<file path="config.mk">
export PLATFORM = sky130hd
export DESIGN_NAME = fetch_stage_flat
export DESIGN_NICKNAME = d
export VERILOG_FILES = /design/src/rtl/fetch_pkg.sv /design/src/rtl/fetch_stage_if.sv /design/src/rtl/fetch_queue.sv /design/src/rtl/fetch_stage.sv /design/src/flat_wrapper.sv
export SDC_FILE = /design/constraint.sdc
export NUM_CORES = 1
export LEC_CHECK = 0
export ABC_AREA = 1
export BUFFER_PORTS_ARGS = -buffer_cell sky130_fd_sc_hd__clkbuf_2
export CORE_ASPECT_RATIO = 1.75
export CORE_UTILIZATION = 30
export CTS_CLUSTER_SIZE = 14
export DETAILED_ROUTE_END_ITERATION = 8
export HOLD_SLACK_MARGIN = 0.08
export PLACE_DENSITY_LB_ADDON = 0.2
export SYNTH_ARGS = -nofsm -noshare
export SYNTH_HDL_FRONTEND = slang
export SYNTH_SLANG_ARGS = --single-unit
</file>
<file path="constraint.sdc">
create_clock -name clk -period 2.4 [get_ports clk]
set_input_delay 0.36 -clock clk [delete_from_list [all_inputs] [get_ports clk]]
set_output_delay 0.36 -clock clk [all_outputs]
set_load 0.03 [all_outputs]
</file>
<file path="src/rtl/fetch_pkg.sv">
// Shared types and constants for the instruction-fetch front end.
package fetch_pkg;

    localparam logic [31:0] NOP_INSTR        = 32'h0000_0013;
    localparam logic [31:0] RESET_PC_DEFAULT = 32'hBFC0_0000;

    // One prefetch slot: request address, returned word, and whether it has returned.
    typedef struct packed {
        logic [31:0] pc;
        logic [31:0] data;
        logic        filled;
    } fetch_entry_t;

endpackage

</file>
<file path="src/rtl/fetch_stage_if.sv">
// Instruction-memory request/response bus: valid/ready requests, in-order responses.
interface fetch_stage_if;

    logic        imem_req;
    logic [31:0] imem_addr;
    logic        imem_ready;
    logic        imem_rvalid;
    logic [31:0] imem_rdata;

    modport master (
        output imem_req,
        output imem_addr,
        input  imem_ready,
        input  imem_rvalid,
        input  imem_rdata
    );

    modport slave (
        input  imem_req,
        input  imem_addr,
        output imem_ready,
        output imem_rvalid,
        output imem_rdata
    );

endinterface

</file>
<file path="src/rtl/fetch_queue.sv">
// Circular prefetch buffer. Entries are allocated in request order and filled in
// response order, so filled entries always form a contiguous run starting at the head.
module fetch_queue
    import fetch_pkg::*;
#(
    parameter int unsigned QDEPTH = 2,
    localparam int unsigned PW    = $clog2(QDEPTH),
    localparam int unsigned CW    = PW + 1
) (
    input  logic         clk,
    input  logic         rst_n,
    input  logic         clear,
    input  logic         alloc,
    input  logic [31:0]  alloc_pc,
    input  logic         fill,
    input  logic [31:0]  fill_data,
    input  logic         pop,
    output fetch_entry_t head,
    output logic         head_filled,
    output logic [CW-1:0] count,
    output logic [CW-1:0] unfilled
);

    fetch_entry_t  entries [QDEPTH];
    logic [PW-1:0] head_ptr_q, alloc_ptr_q, fill_ptr_q;
    logic [CW-1:0] count_q, unfilled_q;

    // Slot storage and pointer/occupancy bookkeeping; clear drops everything at once.
    always_ff @(posedge clk or negedge rst_n) begin
        if (!rst_n) begin
            for (int unsigned i = 0; i < QDEPTH; i++) begin
                entries[i] <= '0;
            end
            head_ptr_q  <= '0;
            alloc_ptr_q <= '0;
            fill_ptr_q  <= '0;
            count_q     <= '0;
            unfilled_q  <= '0;
        end else if (clear) begin
            head_ptr_q  <= '0;
            alloc_ptr_q <= '0;
            fill_ptr_q  <= '0;
            count_q     <= '0;
            unfilled_q  <= '0;
        end else begin
            if (alloc) begin
                entries[alloc_ptr_q] <= '{pc: alloc_pc, data: NOP_INSTR, filled: 1'b0};
                alloc_ptr_q          <= alloc_ptr_q + PW'(1);
            end
            if (fill) begin
                entries[fill_ptr_q].data   <= fill_data;
                entries[fill_ptr_q].filled <= 1'b1;
                fill_ptr_q                 <= fill_ptr_q + PW'(1);
            end
            if (pop) begin
                head_ptr_q <= head_ptr_q + PW'(1);
            end
            count_q    <= count_q + CW'(alloc) - CW'(pop);
            unfilled_q <= unfilled_q + CW'(alloc) - CW'(fill);
        end
    end

    // Head view; stale filled bits in freed slots are masked by the occupancy.
    always_comb begin
        head        = entries[head_ptr_q];
        head_filled = (count_q != '0) && entries[head_ptr_q].filled;
        count       = count_q;
        unfilled    = unfilled_q;
    end

endmodule

</file>
<file path="src/rtl/fetch_stage.sv">
// Fetch PC, request gating, wrong-path response dropping and IF output mux.
module fetch_stage
    import fetch_pkg::*;
#(
    parameter logic [31:0] RESET_PC = RESET_PC_DEFAULT,
    parameter int unsigned QDEPTH   = 2
) (
    input  logic                 clk,
    input  logic                 rst_n,
    input  logic                 stallF,
    input  logic                 PCSrcE,
    input  logic [31:0]          PCTargetE,
    fetch_stage_if.master        imem,
    output logic [31:0]          instrF,
    output logic [31:0]          PCF,
    output logic [31:0]          PCPlus4F,
    output logic                 validF,
    output logic                 fetch_wait
);

    localparam int unsigned CW = $clog2(QDEPTH) + 1;
    // In-flight wrong-path responses can reach 2*QDEPTH (old drops plus a refilled queue).
    localparam int unsigned DW = $clog2(2 * QDEPTH) + 1;

    logic [31:0]   req_pc_q, req_pc_d;
    logic [DW-1:0] drop_q, drop_d;
    fetch_entry_t  head;
    logic          head_filled;
    logic [CW-1:0] count, unfilled;
    logic          accept, fill, pop;

    // Request gating uses registered occupancy, so a same-cycle pop never frees a slot early.
    always_comb begin
        imem.imem_req  = rst_n && (count < CW'(QDEPTH)) && !PCSrcE;
        imem.imem_addr = req_pc_q;
        accept         = imem.imem_req && imem.imem_ready;
        fill           = imem.imem_rvalid && (drop_q == '0) && !PCSrcE;
        pop            = head_filled && !stallF && !PCSrcE;
    end

    // Next request PC and drop count; a redirect turns every unfilled slot into a pending drop.
    always_comb begin
        req_pc_d = req_pc_q;
        drop_d   = drop_q;
        if (PCSrcE) begin
            req_pc_d = PCTargetE;
            // A same-cycle response retires one in-flight request whichever pool it came from.
            drop_d   = drop_q + DW'(unfilled) - DW'(imem.imem_rvalid);
        end else begin
            if (accept) begin
                req_pc_d = req_pc_q + 32'd4;
            end
            if (imem.imem_rvalid && (drop_q != '0)) begin
                drop_d = drop_q - DW'(1);
            end
        end
    end

    // PC and drop-counter registers.
    always_ff @(posedge clk or negedge rst_n) begin
        if (!rst_n) begin
            req_pc_q <= RESET_PC;
            drop_q   <= '0;
        end else begin
            req_pc_q <= req_pc_d;
            drop_q   <= drop_d;
        end
    end

    fetch_queue #(
        .QDEPTH (QDEPTH)
    ) u_queue (
        .clk         (clk),
        .rst_n       (rst_n),
        .clear       (PCSrcE),
        .alloc       (accept),
        .alloc_pc    (req_pc_q),
        .fill        (fill),
        .fill_data   (imem.imem_rdata),
        .pop         (pop),
        .head        (head),
        .head_filled (head_filled),
        .count       (count),
        .unfilled    (unfilled)
    );

    // Head-driven IF outputs; an empty queue reports the PC about to be requested.
    always_comb begin
        validF     = head_filled;
        fetch_wait = !head_filled;
        instrF     = head_filled ? head.data : NOP_INSTR;
        PCF        = (count != '0) ? head.pc : req_pc_q;
        PCPlus4F   = PCF + 32'd4;
    end

    // A response with nothing to fill and nothing to drop means the memory broke protocol.
    assert property (@(posedge clk) disable iff (!rst_n)
        imem.imem_rvalid |-> ((drop_q != '0) || (unfilled != '0)));

endmodule
</file>
<file path="src/flat_wrapper.sv">
// flat-port wrapper written by rule: the top's interface ports become plain ports
module fetch_stage_flat import fetch_pkg::*;
#(
    parameter logic [31:0] RESET_PC = RESET_PC_DEFAULT,
    parameter int unsigned QDEPTH   = 2
)
  (clk, rst_n, stallF, PCSrcE, PCTargetE, instrF, PCF, PCPlus4F, validF, fetch_wait, imem_imem_req, imem_imem_addr, imem_imem_ready, imem_imem_rvalid, imem_imem_rdata);
  fetch_stage_if imem_i ();
  input  logic clk;
  input  logic rst_n;
  input  logic stallF;
  input  logic PCSrcE;
  input  logic [31:0] PCTargetE;
  output logic [31:0] instrF;
  output logic [31:0] PCF;
  output logic [31:0] PCPlus4F;
  output logic validF;
  output logic fetch_wait;
  output wire logic [$bits(imem_i.imem_req)-1:0] imem_imem_req;
  output wire logic [$bits(imem_i.imem_addr)-1:0] imem_imem_addr;
  input wire logic [$bits(imem_i.imem_ready)-1:0] imem_imem_ready;
  input wire logic [$bits(imem_i.imem_rvalid)-1:0] imem_imem_rvalid;
  input wire logic [$bits(imem_i.imem_rdata)-1:0] imem_imem_rdata;
  assign imem_imem_req = imem_i.imem_req;
  assign imem_imem_addr = imem_i.imem_addr;
  assign imem_i.imem_ready = imem_imem_ready;
  assign imem_i.imem_rvalid = imem_imem_rvalid;
  assign imem_i.imem_rdata = imem_imem_rdata;
  fetch_stage #(.RESET_PC(RESET_PC), .QDEPTH(QDEPTH)) u_core (.clk(clk), .rst_n(rst_n), .stallF(stallF), .PCSrcE(PCSrcE), .PCTargetE(PCTargetE), .imem(imem_i), .instrF(instrF), .PCF(PCF), .PCPlus4F(PCPlus4F), .validF(validF), .fetch_wait(fetch_wait));
endmodule
</file>
Yosys cells after proc, flatten, opt, wreduce, memory -nomap -nowiden
Index checks and enable logic that the tools add are counted.
{ "word_totals": {"output_inout_bits": 131, "inputBits": 70, "elab_cells": 84, "reg_bits": 172} }
{ "op_classes": {"n_addsub": 12, "reduce_logical": 21, "bitwise": 3, "n_lt_le_gt_ge": 6, "n_mux": 29} }
{ "ops": {"columns": ["op", "count"], "rows": [
  ["$bwmux 130", 3],
  ["$mux 130", 3],
  ["$mux 65", 4],
  ["$demux 65 s1", 3],
  ["$mux 32", 4],
  ["$add 32x3->32 const B", 2],
  ["$mux 33", 1],
  ["$logic_and 1x1->1", 11],
  ["$reduce_bool 2->1", 5],
  ["$mux 1", 7],
  ["$ge 2x2->1 const B", 3],
  ["$mux 3", 2],
  ["$not 1->2", 3],
  ["$add 2x1->2", 2],
  ["$lt 2x1->1 const B", 2],
  ["$mux 2", 2],
  ["$sub 2x1->2", 2],
  ["$add 1x1->1 const B", 3],
  ["$add 3x2->3", 1],
  ["$logic_not 1->1", 3],
  ["$logic_not 3->1", 1],
  ["$reduce_bool 3->1", 1],
  ["$sub 3x1->3", 1],
  ["$sub 3x1->3 const B", 1],
  ["$lt 2x2->1 const B", 1]
]} }

Longest topological paths before layout
Gate-level depths: netlist (run 1).
{ "depth": {"word_depth": 11, "mapped_depth": 14, "ltp_nobuf": 12} }

By module
Synthesis (run 1) repeated with hierarchy kept, for this count alone.
{ "hier_totals": {"cells_unflattened": 1522, "area_unflattened_um2": 10739.0} }
{ "modules_own_cells": {"columns": ["module", "cells_each", "instances", "area_each_um2"], "rows": [
  ["fetch_queue", 817, 1, 6667.6],
  ["fetch_stage", 705, 1, 4071.4]
]} }

Least setup slack after synthesis (run 1)
Ideal clock, no wire load.
{ "synth_timing": {"path_type": "reg-to-output", "startpoint": "reg u_core.u_queue.count_q[1], in the netlist u_core.u_queue.count[1]", "endpoint": "out PCPlus4F[11]", "required_ps": 2040, "stages_incl_launch_ff": 11, "path_slack_ps": -170, "arrival_ps": 2210, "cell_sequence": "dfrtp_1 -> inv_2 -> nand2_8 -> inv_6 -> nand2_1 -> nand2_1 -> inv_1 -> nor2_2 -> nand2_1 -> nor2_2 -> xor2_1"} }
{ "synth_between": {"elab_chain_len": 3} }
{ "synth_lines": {"columns": ["item", "line", "source"], "rows": [
  ["start, declared", "fetch_queue.sv:26", "logic [CW-1:0] count_q, unfilled_q;"],
  ["start signal, assigned", "fetch_queue.sv:58", "count_q <= count_q + CW'(alloc) - CW'(pop);"],
  ["$reduce_bool 2->1", "fetch_stage.sv:92", "PCF = (count != '0) ? head.pc : req_pc_q;"],
  ["$mux 32", "fetch_stage.sv:92", null],
  ["via PCF[2]", "flat_wrapper.sv:15", "output logic [31:0] PCF;"],
  ["$add 32x3->32", "fetch_stage.sv:93", "PCPlus4F = PCF + 32'd4;"],
  ["end, declared", "flat_wrapper.sv:16", "output logic [31:0] PCPlus4F;"]
]} }
The timed path passes the listed nets, and every way through them passes these cells.

Final worst setup path (run 1)
{ "layout_timing": {"startpoint": "reg u_core.u_queue.head_ptr_q", "endpoint": "out PCPlus4F[8]"} }
{ "layout_between": {"elab_chain_len": 6} }
{ "layout_lines": {"columns": ["item", "line", "source"], "rows": [
  ["start, declared", "fetch_queue.sv:25", "logic [PW-1:0] head_ptr_q, alloc_ptr_q, fill_ptr_q;"],
  ["start signal, assigned", "fetch_queue.sv:56", "head_ptr_q <= head_ptr_q + PW'(1);"],
  ["$not 1->2 (implied by the code)", "fetch_queue.sv:65", "head = entries[head_ptr_q];"],
  ["$mux 65 (3 in a row)", null, null],
  ["$mux 32", "fetch_stage.sv:92", null],
  ["$add 32x3->32", "fetch_stage.sv:93", null]
]} }
No other way between the ends. The select of a mux whose other input is x is not followed.

==> results of run 1 <==
==> power by group <==
| group | switching (W) | internal [W] | leakage, nW |
|---|---|---|---|
| Combinational | 0.00325 | 0.00221 | 4.88 |
| Sequential | 0.000515 | 0.00376 | 2.18 |
| Clock | 0.00130 | 0.00166 | 0.290 |
==> metal layers <==
| layer | vias up | part of all wire (%) |
|---|---|---|
| li1 | 5182 | - |
| met1 | 5035 | 36 |
| met2 | 281 | 55 |
| met3 | 89 | 3.4 |
| met4 | 4 | 5.4 |
| met5 | - | 0.060 |
==> synth_stat cells (13+ instances only) <==
cell and count:
dfrtp_1 163, a21oi_1 36, nor2_2 13, inv_1 118
xor2_1 39, buf_2 26, clkbuf_1 31, a211oi_1 26
nor2_1 123, o21ai_0 121, nand3_1 84, nand4_1 15
nand2_1 513, o21bai_1 13
==> cell families (layout without fill, tap and decap cells) <==
logic type / count (synthesis) / count (layout) / share of synthesized area [%]
adders and majority gates: 12 / 12 / 1.55
buffers and inverters: 196 / 523 / 8.34
and+or+nand+nor: 777 / 777 / 31.4
AOI/OAI and AO/OA: 226 / 226 / 12.7
DFF: 172 / 172 / 42.3
xor gates and xnor gates: 43 / 43 / 3.70
==> area by class of cell <==
class,instances,area (µm²)
clock buffer,18,429
clock inverter,14,181
fill,3446,18100
inverter,125,519
multi-input combinational,1058,6160
sequential,172,4320
tap,455,569
timing repair buffer,365,3310
timing repair inverter,1,16.3
==> timing repair <==
action,CTS,global route
gates cloned,9,1
endpoints found under the hold margin,0,0
setup endpoints to repair,66,77
buffers inserted,22,23
gates resized for setup,294,277
pin swaps,18,106
==> how the worst max path moves through the flow <==
stage | from | to | cells after the start
floorplan | u_core.u_queue.head_ptr_q | instrF[25] | 8
global placement | u_core.u_queue.head_ptr_q | PCPlus4F[16] | 12
detailed placement | u_core.u_queue.head_ptr_q | PCPlus4F[16] | 12
CTS | u_core.u_queue.head_ptr_q | PCPlus4F[16] | 15
global route | u_core.u_queue.head_ptr_q | PCPlus4F[8] | 13
finish | u_core.u_queue.head_ptr_q | PCPlus4F[8] | 13
==> worst max-delay path: cells and delay by family (launching register included) <==
family,cells,cell delay [ps]
buf+inv,5,600
fa+ha+maj,1,150
flops,1,400
xor+xnor,1,170
simple gates,6,660
==> per-stage QoR <==
stage / area, µm² / hold WS [ps] / utilization (%) / power [W]
2_1_floorplan: 10200 / 64.4 / - / 0.00699
6_report: 15500 / 45.9 / 46.1 / 0.0127
4_1_cts: 14700 / 95.4 / 43.7 / 0.0123
5_1_grt: 15500 / 103 / 46.1 / 0.0135
3_5_place_dp: 12500 / 470 / 37.1 / 0.00859
3_3_place_gp: 12500 / 459 / 37.1 / 0.00851
==> placed cells by master, fill, tap and decap left out, drive strengths merged, types with 15 or more instances in the layout <==
cell type / synthesis / layout
nand2: 526 / 526
buf: 40 / 235
dfrtp: 163 / 163
clkbuf: 31 / 146
nor2: 137 / 137
inv: 124 / 128
o21ai: 125 / 125
nand3: 86 / 86
xor2: 39 / 39
a21oi: 37 / 37
a211oi: 26 / 26
nand4: 15 / 15
==> results.toml, run 1 <==
[worst_setup_path]
worstPathMaxFanout = 6
r2r_slack_ps = -50
arrival_ps = 2460
critPathRequiredTime_ps = 2040
crit_path_cell_trace = "buf_6, buf_12, buf_8, nand2_1, nand2_1, nand2_2, nand2_4, ha_4, nand2_4, nor2_4, xor2_1, buf_4, buf_6"
slowest_stage = "dfrtp_2"
start_kind = "register"
worstSetupEndpointType = "output port"
r2r_end = "u_core.u_queue.count[1]"
cpPeakStageDelay_ps = 400
path_class = "register to output port"
r2r-start = "u_core.u_queue.count[1]"
r2r_cells = 15

[routing]
vias_per_cell = 4.80
num_vias = 10600
wl_per_cell_um = 18.1
drt_pre_antenna_iters = 7
drc = 1
drt-total-wl_um = 40000
ant_nets = 0
drt-initial-drc-count = 389

[logic_synthesis]
synth_nets = 1508
synthArstFlopShare_pct = 100
synth_cell_type_count = 43
synth_ff_type = "dfrtp_1"
yosys.area.top_type = "dfrtp_1"
ys_warn_count = 0
synth_edf_count = 0
syn-cell-area_mm2 = 0.0102
synth_seq_cells = 172
syn_inst = 1426
ys_seq_area_share_pct = 42.3
syn_area_per_cell_um2 = 7.15
ys_top_cells_by_area = "dfrtp_1 40%, nand2_1 19%, o21ai_0 5.9%, nor2_1 4.5%, inv_1 4.3%"
yosysTopAreaCellShare_pct = 40.0

[global_route]
use_met3_pct = 3.62
top_usage_layer = "met2"
met1_usage_pct = 23.8
grt_overflow = 0
grt.total_usage_pct = 23.4
grtUsageMet2_pct = 45.0
antenna_found_initial = 2
grt_pass1_wl_um = 60500
grt_max_degree = 119
grt_pass1_vias = 10500

[floorplan]
initial_utilization_pct = 30.3
dieArea_mm2 = 0.0347
core-area_mm2 = 0.0336
std_cell_rows = 89
fp.dieW_um = 141
io_pins = 201
die_y_um = 246

[cts]
cts_max_path_buffers = 2
clock_latency_ps = 460
cts_tree = "yes"
numCtsBuffers = 17
cts_max_level = 4
clk_pin_slew_ps = 70
clkSinkCount = 172
ctsHoldBuffers = 0
cts-root-buf = "clkbuf_16"

[worst_hold_path]
hold_path.class = "primary input to asynchronous set/reset pin"

[outcome]
failed_checks = "design-rule violations, negative setup slack"
outcome = "finished, violations left"

[placement]
dp.cells = 2129
dpl_worst_slack_ps = -245
io_buffer_count = 200
globalplace.congestion = 0.951
hpwl_um = 27900

[final_layout]
diodes = 0
syn_to_final_growth_pct = 52.1
fin_cells = 2208
layout-drive-gt1-share_pct = 37.6
final_nets = 1822

[run]
maxCapViolations = 0

[sta]
rsz0062_at_grt = "yes"
report.final.slew_viol_count = 0
clock.fmax_ghz = 0.355
timing.final.crit_share_pct = 117
fin_skew_ps = 10.3
hold_violations = 0
setup_tns_ps = -15190
postLayoutSetupSlackWorst_ps = -417
min_period_ps = 2820
slew_headroom_pct = 51.5
tightest_slew_ps = 727
setup_violations = 63

[power_and_ir_drop]
pwr_density_cell_mw_per_mm2 = 819
ir_worst_vdd_mv = 0.608
p_leak_nw = 7.34
(Power assumes the default switching activity.)
==> run 2, diff against run 1 <==
- REMOVE_ABC_BUFFERS: not set -> 1
==> run 2 against run 1 <==
Against the previous run:
- the run ends with negative setup slack left
- combinational power is 5.9% higher
- utilization is 1.2 points higher
- count of clock-buffer cells in the layout stayed put
- power is 2.7% higher
- clock skew is 2.7 ps lower
- sequential share of layout area is 0.69 points lower
- critical path depth is 2 higher
- largest power group unchanged
==> results.toml, run 2 (synthesized netlist as in run 1, its figures left out) <==
[outcome]
outcome = "finished, violations left"
failed_checks = "negative setup slack"

[cts]
clkSinkCount = 172
numCtsBuffers = 17
cts-root-buf = "clkbuf_16"
cts_max_level = 4
clk_pin_slew_ps = 70
clock_latency_ps = 450
cts_tree = "yes"
cts_max_path_buffers = 2

[power_and_ir_drop]
p_leak_nw = 7.60
ir_worst_vdd_mv = 0.780
pwr_density_cell_mw_per_mm2 = 820
design_power_total_w = 0.0130

[global_route]
grt_pass1_vias = 10900
grt_overflow = 0
grt.total_usage_pct = 24.5
grt_pass1_wl_um = 62600
grt_max_degree = 114
antenna_found_initial = 0

[sta]
whs_ps = 124
timing.final.crit_share_pct = 118
clock.fmax_ghz = 0.353
postLayoutSetupSlackWorst_ps = -430
tightest_slew_ps = 850
report.final.slew_viol_count = 0
hold_violations = 0
setup_violations = 70
fin_skew_ps = 7.60
slew_headroom_pct = 43.3
min_period_ps = 2830
rsz0062_at_grt = "yes"

[worst_setup_path]
worstPathMaxFanout = 8
crit_path_cell_trace = "buf_6, clkbuf_16, nand2_4, nand2_2, nand2_2, nand2_4, ha_4, buf_4, inv_6, nor2_2, buf_6, nand2_1, nand2_1, nand2_1, buf_4"
path_delay_family = "buffers and inverters"
worstSetupEndpointType = "output port"
path_class = "register to output port"
start_kind = "register"
critPathRequiredTime_ps = 2040
startpoint = "u_core.u_queue.head_ptr_q"
cpPeakStageDelay_ps = 520
r2r-start = "u_core.u_queue.head_ptr_q"
slowest_stage = "dfrtp_2"
arrival_ps = 2470
crit_top_cell = "nand2_1"
crit_buf_inv = 6

[final_layout]
fin_cells = 2255
final_common_cell = "nand2_1"
final_nets = 1869
layout_common_cells = "417 x nand2_1, 166 x buf_4, 162 x dfrtp_1"
final_util_pct = 47.3
layout-drive-gt1-share_pct = 38.5
syn_to_final_growth_pct = 56.0
diodes = 0

[placement]
dp.cells = 2164
hpwl_um = 30400
globalplace.congestion = 0.930
io_buffer_count = 200

[floorplan]
dieArea_mm2 = 0.0347
die_y_um = 246
io_pins = 201
std_cell_rows = 89
initial_utilization_pct = 30.3
core-area_mm2 = 0.0336
fp.dieW_um = 141

[worst_hold_path]
min_from = "PCTargetE[1]"
hold_path.class = "primary input to register"

[routing]
drc = 0
wl_per_cell_um = 19.0
ant_nets = 0
drt-initial-drc-count = 451
drt_pre_antenna_iters = 5
vias_per_cell = 4.85
num_vias = 10900
drt-total-wl_um = 42700

[run]
maxCapViolations = 0
## run 2: final timing paths
check | depth (start not counted) | slack, ps | to
setup / recovery | 15 | -430 | PCPlus4F[28]
hold / removal | 3 | 120 | u_core.imem.imem_addr[1]
setup reg to reg | 12 | 10 | u_core.u_queue.count[1]
hold reg to reg | 2 | 490 | register
max in group asynchronous | 3 | 1140 | u_core.imem.imem_addr[19]
min in group asynchronous | 3 | 550 | u_core.imem.imem_addr[1]
## run 2: stage by stage
step           TNS [ps]  area, µm²  setup WS [ps]
6_report         -15680      15900           -430
5_1_grt          -22910      15900           -556
4_1_cts          -11270      14600           -429
3_5_place_dp      -1380      12700           -183
3_3_place_gp      -1170      12700           -158
2_1_floorplan   -111600       9820          -1630
## run 2: report_power, final
group	switching [W]	total [W]	internal (W)
logic	0.00343	0.00578	0.00235
clock network	0.00128	0.00297	0.00169
registers	0.000526	0.00429	0.00376
total	0.00524	0.0130	0.00781
## run 2: repair_timing
item / CTS / global route
setup buffers: 16 / 32
gates resized for setup: 270 / 305
cloned: 8 / 5
pin swaps: 36 / 78
hold endpoints to repair: 110 / 0
endpoints found under the setup margin: 70 / 76
hold buffers: 1 / 0
## run 2: metal layers
| metal | share of wire, % | up-vias | GRT usage (%) |
|---|---|---|---|
| li1 | - | 5283 | - |
| met1 | 34 | 5265 | 24.0 |
| met2 | 56 | 281 | 47.8 |
| met3 | 3.3 | 101 | 3.47 |
| met4 | 6.2 | 0 | 14.5 |
| met5 | 0 | - | 0 |
## run 2: final cells by class
class | count | area, µm²
repair buffers | 412 | 3720
flip-flops and latches | 172 | 4320
repair inverters | 1 | 16.3
clock buffers | 18 | 439
fillers | 3442 | 17700
well taps | 455 | 569
inverters | 125 | 504
multi-input cells | 1058 | 6150
clock inverters | 14 | 183
## run 2: worst min-delay path: stages
cell	delay, ps
clkbuf_2	80
nand2_1	40
o21ai_0	60
